--- src/rtl/levenshtein_pkg.sv ---
// Shared types and constants for the dictionary sequencer and its best-match tracker.
//   seq_state_e : sequencer FSM states
//   WORD_END    : dictionary byte that closes a word
//   DICT_END    : dictionary byte that closes the dictionary
//   DIST_NONE   : "no distance yet" value for the best-distance register
package levenshtein_pkg;

    localparam int unsigned CHAR_W  = 8;
    localparam int unsigned INDEX_W = 16;

    localparam logic [CHAR_W-1:0] WORD_END  = 8'h00;
    localparam logic [CHAR_W-1:0] DICT_END  = 8'h01;
    localparam logic [CHAR_W-1:0] DIST_NONE = 8'hFF;

    typedef enum logic [2:0] {
        ST_IDLE,
        ST_FETCH,
        ST_DISPATCH,
        ST_WAIT_DIST,
        ST_DONE
    } seq_state_e;

endpackage

--- src/rtl/best_match_tracker.sv ---
// Keeps the smallest engine distance seen during a scan and the index of the word
// that produced it, plus the running word index.
//   clk_i, rst_i   : clock, synchronous active-high reset
//   clear          : start of a new scan; restores the "no match" state
//   update         : one distance result for the current word
//   distance       : engine distance for the current word
//   best_distance  : smallest distance so far (DIST_NONE when none)
//   best_index     : index of the word that produced best_distance
module best_match_tracker
    import levenshtein_pkg::*;
(
    input  logic               clk_i,
    input  logic               rst_i,
    input  logic               clear,
    input  logic               update,
    input  logic [CHAR_W-1:0]  distance,
    output logic [CHAR_W-1:0]  best_distance,
    output logic [INDEX_W-1:0] best_index
);

    logic [INDEX_W-1:0] word_index;

    // Strict less-than keeps the earliest word on ties; the index saturates.
    always_ff @(posedge clk_i) begin
        if (rst_i || clear) begin
            best_distance <= DIST_NONE;
            best_index    <= '0;
            word_index    <= '0;
        end else if (update) begin
            if (distance < best_distance) begin
                best_distance <= distance;
                best_index    <= word_index;
            end
            if (word_index != '1) begin
                word_index <= word_index + INDEX_W'(1);
            end
        end
    end

endmodule

--- src/rtl/dictionary_sequencer.sv ---
// Walks a dictionary in external memory over a read-only Wishbone master and
// streams it word by word into the Levenshtein engine, tracking the best match.
//   clk_i, rst_i                 : clock, synchronous active-high reset
//   enabled                      : run request (rising edge starts a scan)
//   cyc_o/stb_o/we_o/adr_o       : Wishbone master request (read only)
//   dat_i/ack_i/err_i            : Wishbone read data and response
//   word_start_o/char_o/
//   char_valid_o/word_end_o      : engine character stream (one-cycle pulses)
//   distance_i/distance_valid_i  : engine result per word
//   busy_o/done_o/error_o        : scan status (done/error sticky until next start)
//   best_distance_o/best_index_o : best match so far
module dictionary_sequencer
    import levenshtein_pkg::*;
#(
    parameter logic [15:0] DICT_BASE  = 16'h0000,
    parameter int unsigned ADDR_WIDTH = 16
) (
    input  logic                  clk_i,
    input  logic                  rst_i,
    input  logic                  enabled,
    output logic                  cyc_o,
    output logic                  stb_o,
    output logic                  we_o,
    output logic [ADDR_WIDTH-1:0] adr_o,
    input  logic [CHAR_W-1:0]     dat_i,
    input  logic                  ack_i,
    input  logic                  err_i,
    output logic                  word_start_o,
    output logic [CHAR_W-1:0]     char_o,
    output logic                  char_valid_o,
    output logic                  word_end_o,
    input  logic [CHAR_W-1:0]     distance_i,
    input  logic                  distance_valid_i,
    output logic                  busy_o,
    output logic                  done_o,
    output logic                  error_o,
    output logic [CHAR_W-1:0]     best_distance_o,
    output logic [INDEX_W-1:0]    best_index_o
);

    localparam logic [ADDR_WIDTH-1:0] BASE_ADR = ADDR_WIDTH'(DICT_BASE);

    seq_state_e        state;
    logic              enabled_q;
    logic              abort_q;     // enabled dropped while a bus cycle was outstanding
    logic              last_adr_q;  // word ended at the top address; nothing left to fetch
    logic [CHAR_W-1:0] byte_q;
    logic              start_c;
    logic              track_update_c;

    assign start_c        = (state == ST_IDLE) && enabled && !enabled_q;
    assign track_update_c = (state == ST_WAIT_DIST) && enabled && distance_valid_i;
    assign we_o           = 1'b0;

    best_match_tracker u_tracker (
        .clk_i         (clk_i),
        .rst_i         (rst_i),
        .clear         (start_c),
        .update        (track_update_c),
        .distance      (distance_i),
        .best_distance (best_distance_o),
        .best_index    (best_index_o)
    );

    // Sequencer FSM and Wishbone master.
    always_ff @(posedge clk_i) begin
        if (rst_i) begin
            state        <= ST_IDLE;
            enabled_q    <= 1'b0;
            abort_q      <= 1'b0;
            last_adr_q   <= 1'b0;
            byte_q       <= '0;
            cyc_o        <= 1'b0;
            stb_o        <= 1'b0;
            adr_o        <= BASE_ADR;
            word_start_o <= 1'b0;
            char_o       <= '0;
            char_valid_o <= 1'b0;
            word_end_o   <= 1'b0;
            busy_o       <= 1'b0;
            done_o       <= 1'b0;
            error_o      <= 1'b0;
        end else begin
            enabled_q    <= enabled;
            word_start_o <= 1'b0;
            char_valid_o <= 1'b0;
            word_end_o   <= 1'b0;

            case (state)
                ST_IDLE: begin
                    if (start_c) begin
                        adr_o        <= BASE_ADR;
                        done_o       <= 1'b0;
                        error_o      <= 1'b0;
                        abort_q      <= 1'b0;
                        last_adr_q   <= 1'b0;
                        busy_o       <= 1'b1;
                        word_start_o <= 1'b1;
                        state        <= ST_FETCH;
                    end
                end

                ST_FETCH: begin
                    if (!stb_o) begin
                        // No cycle outstanding yet, so an abort can leave immediately.
                        if (!enabled) begin
                            busy_o <= 1'b0;
                            state  <= ST_IDLE;
                        end else begin
                            cyc_o <= 1'b1;
                            stb_o <= 1'b1;
                        end
                    end else begin
                        if (!enabled) begin
                            abort_q <= 1'b1;
                        end
                        if (ack_i || err_i) begin
                            cyc_o  <= 1'b0;
                            stb_o  <= 1'b0;
                            byte_q <= dat_i;
                            if (!enabled || abort_q) begin
                                busy_o <= 1'b0;
                                state  <= ST_IDLE;
                            end else if (err_i) begin
                                error_o <= 1'b1;
                                busy_o  <= 1'b0;
                                state   <= ST_DONE;
                            end else begin
                                state <= ST_DISPATCH;
                            end
                        end
                    end
                end

                ST_DISPATCH: begin
                    if (!enabled) begin
                        busy_o <= 1'b0;
                        state  <= ST_IDLE;
                    end else if (byte_q == DICT_END) begin
                        busy_o <= 1'b0;
                        state  <= ST_DONE;
                    end else if (byte_q == WORD_END) begin
                        word_end_o <= 1'b1;
                        if (adr_o == '1) begin
                            last_adr_q <= 1'b1;
                        end else begin
                            adr_o <= adr_o + ADDR_WIDTH'(1);
                        end
                        state <= ST_WAIT_DIST;
                    end else if (adr_o == '1) begin
                        // Character at the top address: the next fetch would wrap.
                        error_o <= 1'b1;
                        busy_o  <= 1'b0;
                        state   <= ST_DONE;
                    end else begin
                        char_o       <= byte_q;
                        char_valid_o <= 1'b1;
                        adr_o        <= adr_o + ADDR_WIDTH'(1);
                        state        <= ST_FETCH;
                    end
                end

                ST_WAIT_DIST: begin
                    if (!enabled) begin
                        busy_o <= 1'b0;
                        state  <= ST_IDLE;
                    end else if (distance_valid_i) begin
                        if (distance_i == '0) begin
                            busy_o <= 1'b0;
                            state  <= ST_DONE;
                        end else if (last_adr_q) begin
                            error_o <= 1'b1;
                            busy_o  <= 1'b0;
                            state   <= ST_DONE;
                        end else begin
                            word_start_o <= 1'b1;
                            state        <= ST_FETCH;
                        end
                    end
                end

                ST_DONE: begin
                    done_o <= 1'b1;
                    busy_o <= 1'b0;
                    if (!enabled) begin
                        state <= ST_IDLE;
                    end
                end

                default: begin
                    busy_o <= 1'b0;
                    state  <= ST_IDLE;
                end
            endcase
        end
    end

endmodule

--- config.mk ---
export PLATFORM = sky130hd
export DESIGN_NAME = dictionary_sequencer
export DESIGN_NICKNAME = d
export VERILOG_FILES = /design/src/rtl/levenshtein_pkg.sv /design/src/rtl/best_match_tracker.sv /design/src/rtl/dictionary_sequencer.sv
export SDC_FILE = /design/constraint.sdc
export NUM_CORES = 1
export LEC_CHECK = 0
export ABC_AREA = 0
export BUFFER_PORTS_ARGS = -buffer_cell sky130_fd_sc_hd__buf_2
export CAP_MARGIN = 5
export CELL_PAD_IN_SITES_DETAIL_PLACEMENT = 0
export CELL_PAD_IN_SITES_GLOBAL_PLACEMENT = 2
export CORE_ASPECT_RATIO = 0.5
export CORE_MARGIN = 8
export CORE_UTILIZATION = 33
export CTS_CLUSTER_SIZE = 12
export DETAILED_ROUTE_END_ITERATION = 12
export PLACE_DENSITY_LB_ADDON = 0.1
export SYNTH_ARGS = -nofsm -noshare
export SYNTH_HDL_FRONTEND = slang
export SYNTH_SLANG_ARGS = --single-unit
--- constraint.sdc ---
create_clock -name clk_i -period 2.4 [get_ports clk_i]
set_input_delay 0.48 -clock clk_i [delete_from_list [all_inputs] [get_ports clk_i]]
set_output_delay 0.48 -clock clk_i [all_outputs]
set_load 0.01 [all_outputs]
## Yosys cells after proc, flatten, opt, wreduce, memory -nomap -nowiden

Index checks and enable logic that the tools add are counted.

| storage, ports and cells | value |
|---|---|
| logic and storage cells | 159 |
| bits of input ports | 22 |
| flip-flop bits (word level) | 86 |

| cells by class | value |
|---|---|
| magnitude comparators | 1 |
| add/subtract/negate cells | 2 |
| reduce and logical (&&, ||, !) cells | 31 |
| bitwise operators | 5 |
| equality and inequality tests | 31 |
| muxes and demuxes | 71 |

Operators by type and width:

| operator | count |
|---|---|
| two-way mux 16 bit | 4 |
| two-way mux 1 bit | 45 |
| two-way mux 3 bit | 14 |
| adder 16 x 1 -> 16 bit (second input constant) | 2 |
| one-hot mux 16 bit (2 select lines) | 1 |
| != test 2 bit (second input constant) | 15 |
| equality test 16 bit (second input constant) | 1 |
| zero test 8 bit | 2 |
| != test 16 bit (second input constant) | 1 |
| one-hot mux 3 bit (5 select lines) | 1 |
| AND reduction 14 bit | 1 |
| != test 4 bit (second input constant) | 3 |
| AND reduction 5 bit | 2 |
| != test 3 bit (second input constant) | 3 |
| AND reduction 3 bit | 3 |
| equality test 8 x 1 -> 1 bit (second input constant) | 1 |
| < comparator 8 bit | 1 |
| one-hot mux 1 bit (2 select lines) | 4 |
| one-hot mux 1 bit (4 select lines) | 2 |
| AND reduction 8 bit | 1 |
| nonzero test 2 bit | 4 |
| equality test 3 x 2 -> 1 bit (second input constant) | 2 |
| AND reduction 2 bit | 3 |
| AND reduction 6 bit | 1 |
| 13 further kinds | 24 |

## Depth between registers and ports, before layout

| logic depth | value |
|---|---|
| word-level depth | 6 |
| gate-level depth with buffers | 10 |
| depth with buffers taken out | 8 |

## Modules after synthesis

Synthesis repeated with hierarchy kept, for this count alone.

| second synthesis, totals | value |
|---|---|
| cell total of the unflattened synthesis | 504 |
| area, all modules | 4259.1 um^2 |

By module, submodules not included:

| module | times used | cells each | area each (um^2) | seq. area each (um^2) |
|---|---|---|---|---|
| dictionary_sequencer | 1 | 283 | 2404.8 | 920.9 |
| best_match_tracker | 1 | 221 | 1854.3 | 800.8 |

## Worst setup path after synthesis

OpenSTA, ideal clock, no wires.

| path | value |
|---|---|
| path type | input to register |
| start | in distance_i[5] |
| end | reg u_tracker.best_distance[1] |
| stages on the path | 8 |
| data arrival time | 1.862 ns |
| slack | 0.397 ns |
| path buffers | 2 |
| data required time | 2.259 ns |
| cells stage by stage | ha_1 a21o_1 a21o_1 a211oi_2 o31a_1 buf_4 buf_4 o211ai_1 |

| between the ends | value |
|---|---|
| longest elaborated chain between the ends | 2 |

RTL lines:

| what | RTL line | source |
|---|---|---|
| start, declared | dictionary_sequencer.sv:32 | `input logic [CHAR_W-1:0] distance_i,` |
| < comparator 8 bit | best_match_tracker.sv:30 | `if (distance < best_distance) begin` |
| AND reduction 2 bit (no line) | - |  |
| end signal, assigned | best_match_tracker.sv:31 | `best_distance <= distance;` |
| end, declared | best_match_tracker.sv:17 | `output logic [CHAR_W-1:0] best_distance,` |

Every way passes these cells.
A chain may end at the register's enable or synchronous reset.

## Worst setup path in the final report

| path | value |
|---|---|
| start | reg state[1] |
| end | reg u_tracker.word_index[10] |

| between the ends | value |
|---|---|
| longest elaborated chain between the ends | 4 |

RTL lines:

| what | RTL line | source |
|---|---|---|
| start, declared | dictionary_sequencer.sv:43 | `seq_state_e state;` |
| start signal, assigned | dictionary_sequencer.sv:68 | `state <= ST_IDLE;` |
| start signal, assigned | dictionary_sequencer.sv:99 | `state <= ST_FETCH;` |
| start signal, assigned | dictionary_sequencer.sv:108 | `state <= ST_IDLE;` |
| equality test 3 x 2 -> 1 bit or zero test 3 bit (tied branches) | dictionary_sequencer.sv:52, dictionary_sequencer.sv:51 |  |
| logical AND 1 bit, on equally long branches (2 in a row) | dictionary_sequencer.sv:52, dictionary_sequencer.sv:51 |  |
| AND reduction 2 bit (no line) or logical OR 1 bit (tied branches) | - |  |
| end signal, assigned | best_match_tracker.sv:35 | `word_index <= word_index + INDEX_W'(1);` |
| end, declared | best_match_tracker.sv:21 | `logic [INDEX_W-1:0] word_index;` |

Parallel ways exist; a longest one is shown, timed or not.

==> results by group <==
Worst hold path
  • Hold EP: byte_q[7]
  • Worst hold path stage count: 3
  • Hold path startpoint: dat_i[7]
  • Worst hold path type: primary input to flop

Logic synthesis
  • Ys flop type: dfxtp_1
  • Yosys reg bits: 86
  • Syn Inst Count: 446
  • Mapped Avg Cell Area: 8.88 um2
  • Netlist Area Pre-Place: 3960 um2
  • Post-synthesis net count: 477
  • Syn. warnings: 0
  • Post-synth ARST share: 0%
  • Number of synthesized flops with an enable pin: 0
  • Yosys cell types: 61
  • Sequential cell area fraction in the yosys report: 43.5%

Timing
  • Max Clk Rate: 0.494 GHz
  • Minimum clock period: 2.02 ns
  • Hold Vio Cnt, Final: 0
  • Setup-failing EPs final: 0
  • Worst-Margin Slew: 0.564 ns
  • Final hold slack: 0.379 ns
  • Slew HR: 62.4%
  • Fin crit share: 84.4%
  • Total negative slack: 0 ns
  • Final Max Slew Viols: 0
  • RSZ-0062 raised after global routing: no
  • Clock Skews: 0.00538 ns

Clocking
  • PostCTS Resize Cnt: 0
  • Clock root cell: clkbuf_16
  • # clock sinks: 86
  • H-tree depth: 3
  • CTS clk-pin slew, worst paths: 0.06 ns
  • Longest Clk Path Bufs: 2
  • Postcts setup bufs: 0
  • Insertion delay to the later sink of the worst-skew pair: 0.34 ns
  • # hold bufs at CTS: 0
  • Number of buffers created by CTS: 9
  • CTS tree: yes

Floorplan
  • Chip width: 171 um
  • Die ar.: 16000 um2
  • Die height: 93.5 um
  • I/O pins: 79
  • Initial core utilization: 33.7%
  • Rows: 28
  • Core footprint: 11800 um2

Detailed routing
  • Met3 wire len: 546 um
  • Final antenna-violating net count: 0
  • Top sig layer: met4
  • WL final: 10.0 mm
  • 1st-iter DRT viols: 199
  • DR WL/cell: 14.5 um
  • First-pass DRT Iterations: 4
  • Vias/cell: 4.71
  • M1 WL: 5.30 mm
  • # DRC: 0
  • Met2 wire len: 4.05 mm
  • Vias post-DR: 3257

Power and ir drop
  • Comb pwr share: 8.4%
  • Sw frac: 24.5%
  • PD cells: 654 nW/um2
  • Cell leakage power: 2.01 nW
  • Max IR drop VDD: 317 uV
  • Net switching power: 0.772 mW
  • Cell internal pwr: 2.38 mW
  • Clock Power Share: 45.0%
  • Sequential Power Share: 46.6%

Placed design
  • Gp weighted congestion: 0.724
  • Detailed placement HPWL: 7.29 mm
  • Buffers on Ports: 77

Global route
  • Largest net degree at the start of global routing: 41
  • GR Util All Layers: 13.0%
  • Vias in the first global route: 3272
  • Initial antenna violation count: 0
  • Grt ovf: 0
  • Wire length of the first global-routing pass: 16.9 mm

Setup path
  • R2R depth: 6
  • Critical Path AT: 2.25 ns
  • Worst setup EP type: flop
  • Capturing point of the worst reg2reg path: u_tracker.word_index[10]
  • Crit start category: flop
  • Max FO, Critical Path: 10
  • Crit Reg-Reg Startpoint: state[1]
  • CP Data Required Time: 2.63 ns
  • Setup slack, reg-to-reg: 0.38 ns
  • Crit path kind: flop to flop

Cells and area
  • Area growth, synth to finish: 21.7%
  • Most frequent cells in the layout: dfxtp_1, buf_2, nor2_1
  • NumNets Final: 552
  • # diodes: 0
  • Most common cell after layout, fill and taps aside: dfxtp_1
  • Fraction of layout cells with a size suffix above 1: 24.0%

Job
  • Max-cap violations: 0

Status
  • Status: completed
==> kinds of logic after synthesis <==
logic type	Yosys count	synth area share, %
AO/OA/AOI/OAI	74	13.6
multiplexers	19	4.80
adder cells (fa/ha/maj)	9	2.84
XOR/XNOR	26	5.75
AND/OR/NAND/NOR	192	24.4
buffers and inverters	39	5.02
flip-flops	86	43.5
other	1	0.0947
==> power groups by stage <==
stage | clock network [mW] | logic [mW] | registers [mW]
2_1_floorplan | 0 | 0.186 | 1.49
3_3_place_gp | 0 | 0.272 | 1.50
3_5_place_dp | 0 | 0.267 | 1.50
4_1_cts | 1.47 | 0.269 | 1.47
5_1_grt | 1.54 | 0.296 | 1.47
6_report | 1.42 | 0.265 | 1.47
==> per-stage QoR <==
step / power [mW] / instances / setup WS, ns / area [um2] / utilization, %
global route: 3.31 / 691 / 0.220 / 4820 / 41.0
finish: 3.15 / 691 / 0.376 / 4820 / 41.0
floorplan: 1.68 / 446 / 0.397 / 3960 / -
detailed placement: 1.77 / 675 / 0.238 / 4520 / 38.4
CTS: 3.21 / 691 / 0.411 / 4820 / 41.0
global placement: 1.77 / 675 / 0.278 / 4520 / 38.4
==> worst max-delay path, stage by stage (launching register included) <==
cell and delay [ns]:
dfxtp_1 0.56, and4b_2 0.38, nand2_4 0.12, nor4_2 0.48, nand4_1 0.17, xor2_1 0.15, nor2_1 0.05
==> worst max path at each step <==
stage,from,to,slack (ns),depth (start not counted)
5_1_grt,state[1],u_tracker.word_index[12],0.22,6
2_1_floorplan,distance_i[5],u_tracker.best_distance[1],0.40,8
6_report,state[1],u_tracker.word_index[10],0.38,6
3_3_place_gp,distance_i[5],u_tracker.best_index[10],0.28,9
4_1_cts,byte_q[4],adr_o[9],0.41,7
3_5_place_dp,distance_i[5],u_tracker.best_index[7],0.24,9
==> sequential cells by signal, indices dropped and copies added, names as in the netlist, 3 cells and up <==
register,cells
u_tracker.best_index,16
adr_o,16
u_tracker.best_distance,8
u_tracker.word_index,16
state,3
char_o,8
byte_q,8
==> Yosys cell counts (5+ instances only) <==
cell type,number,area share [%]
and3_1,9,1.4
inv_1,12,1.1
nand4_1,8,1.3
a21o_1,5,0.95
nor2_1,66,6.3
a21oi_1,9,1.1
nor4_1,5,0.79
o21ai_0,10,1.3
nor3_1,6,0.76
buf_2,8,1.0
nand2_1,40,3.8
o211ai_1,12,2.3
xnor2_1,5,1.1
dfxtp_1,86,43
nand3_1,24,3.0
clkbuf_1,9,0.85
buf_4,5,0.95
mux2i_1,19,4.8
o21ai_1,11,1.4
ha_1,9,2.8
xor2_1,21,4.6
==> per-layer routing <==
| layer | vias up | global-route usage, % |
|---|---|---|
| met5 | - | 0 |
| met4 | 0 | 3.24 |
| met3 | 10 | 4.41 |
| met2 | 62 | 19.0 |
| met1 | 1466 | 18.0 |
| li1 | 1719 | - |
==> cell type report <==
cell class | instances | area (um2)
clock buffer | 11 | 243
sequential | 86 | 1720
multi-input combinational | 321 | 2040
fill | 1260 | 6950
timing repair buffer | 91 | 503
tap | 165 | 206
inverter | 12 | 45.0
clock inverter | 5 | 58.8
(Power assumes the default switching activity.)
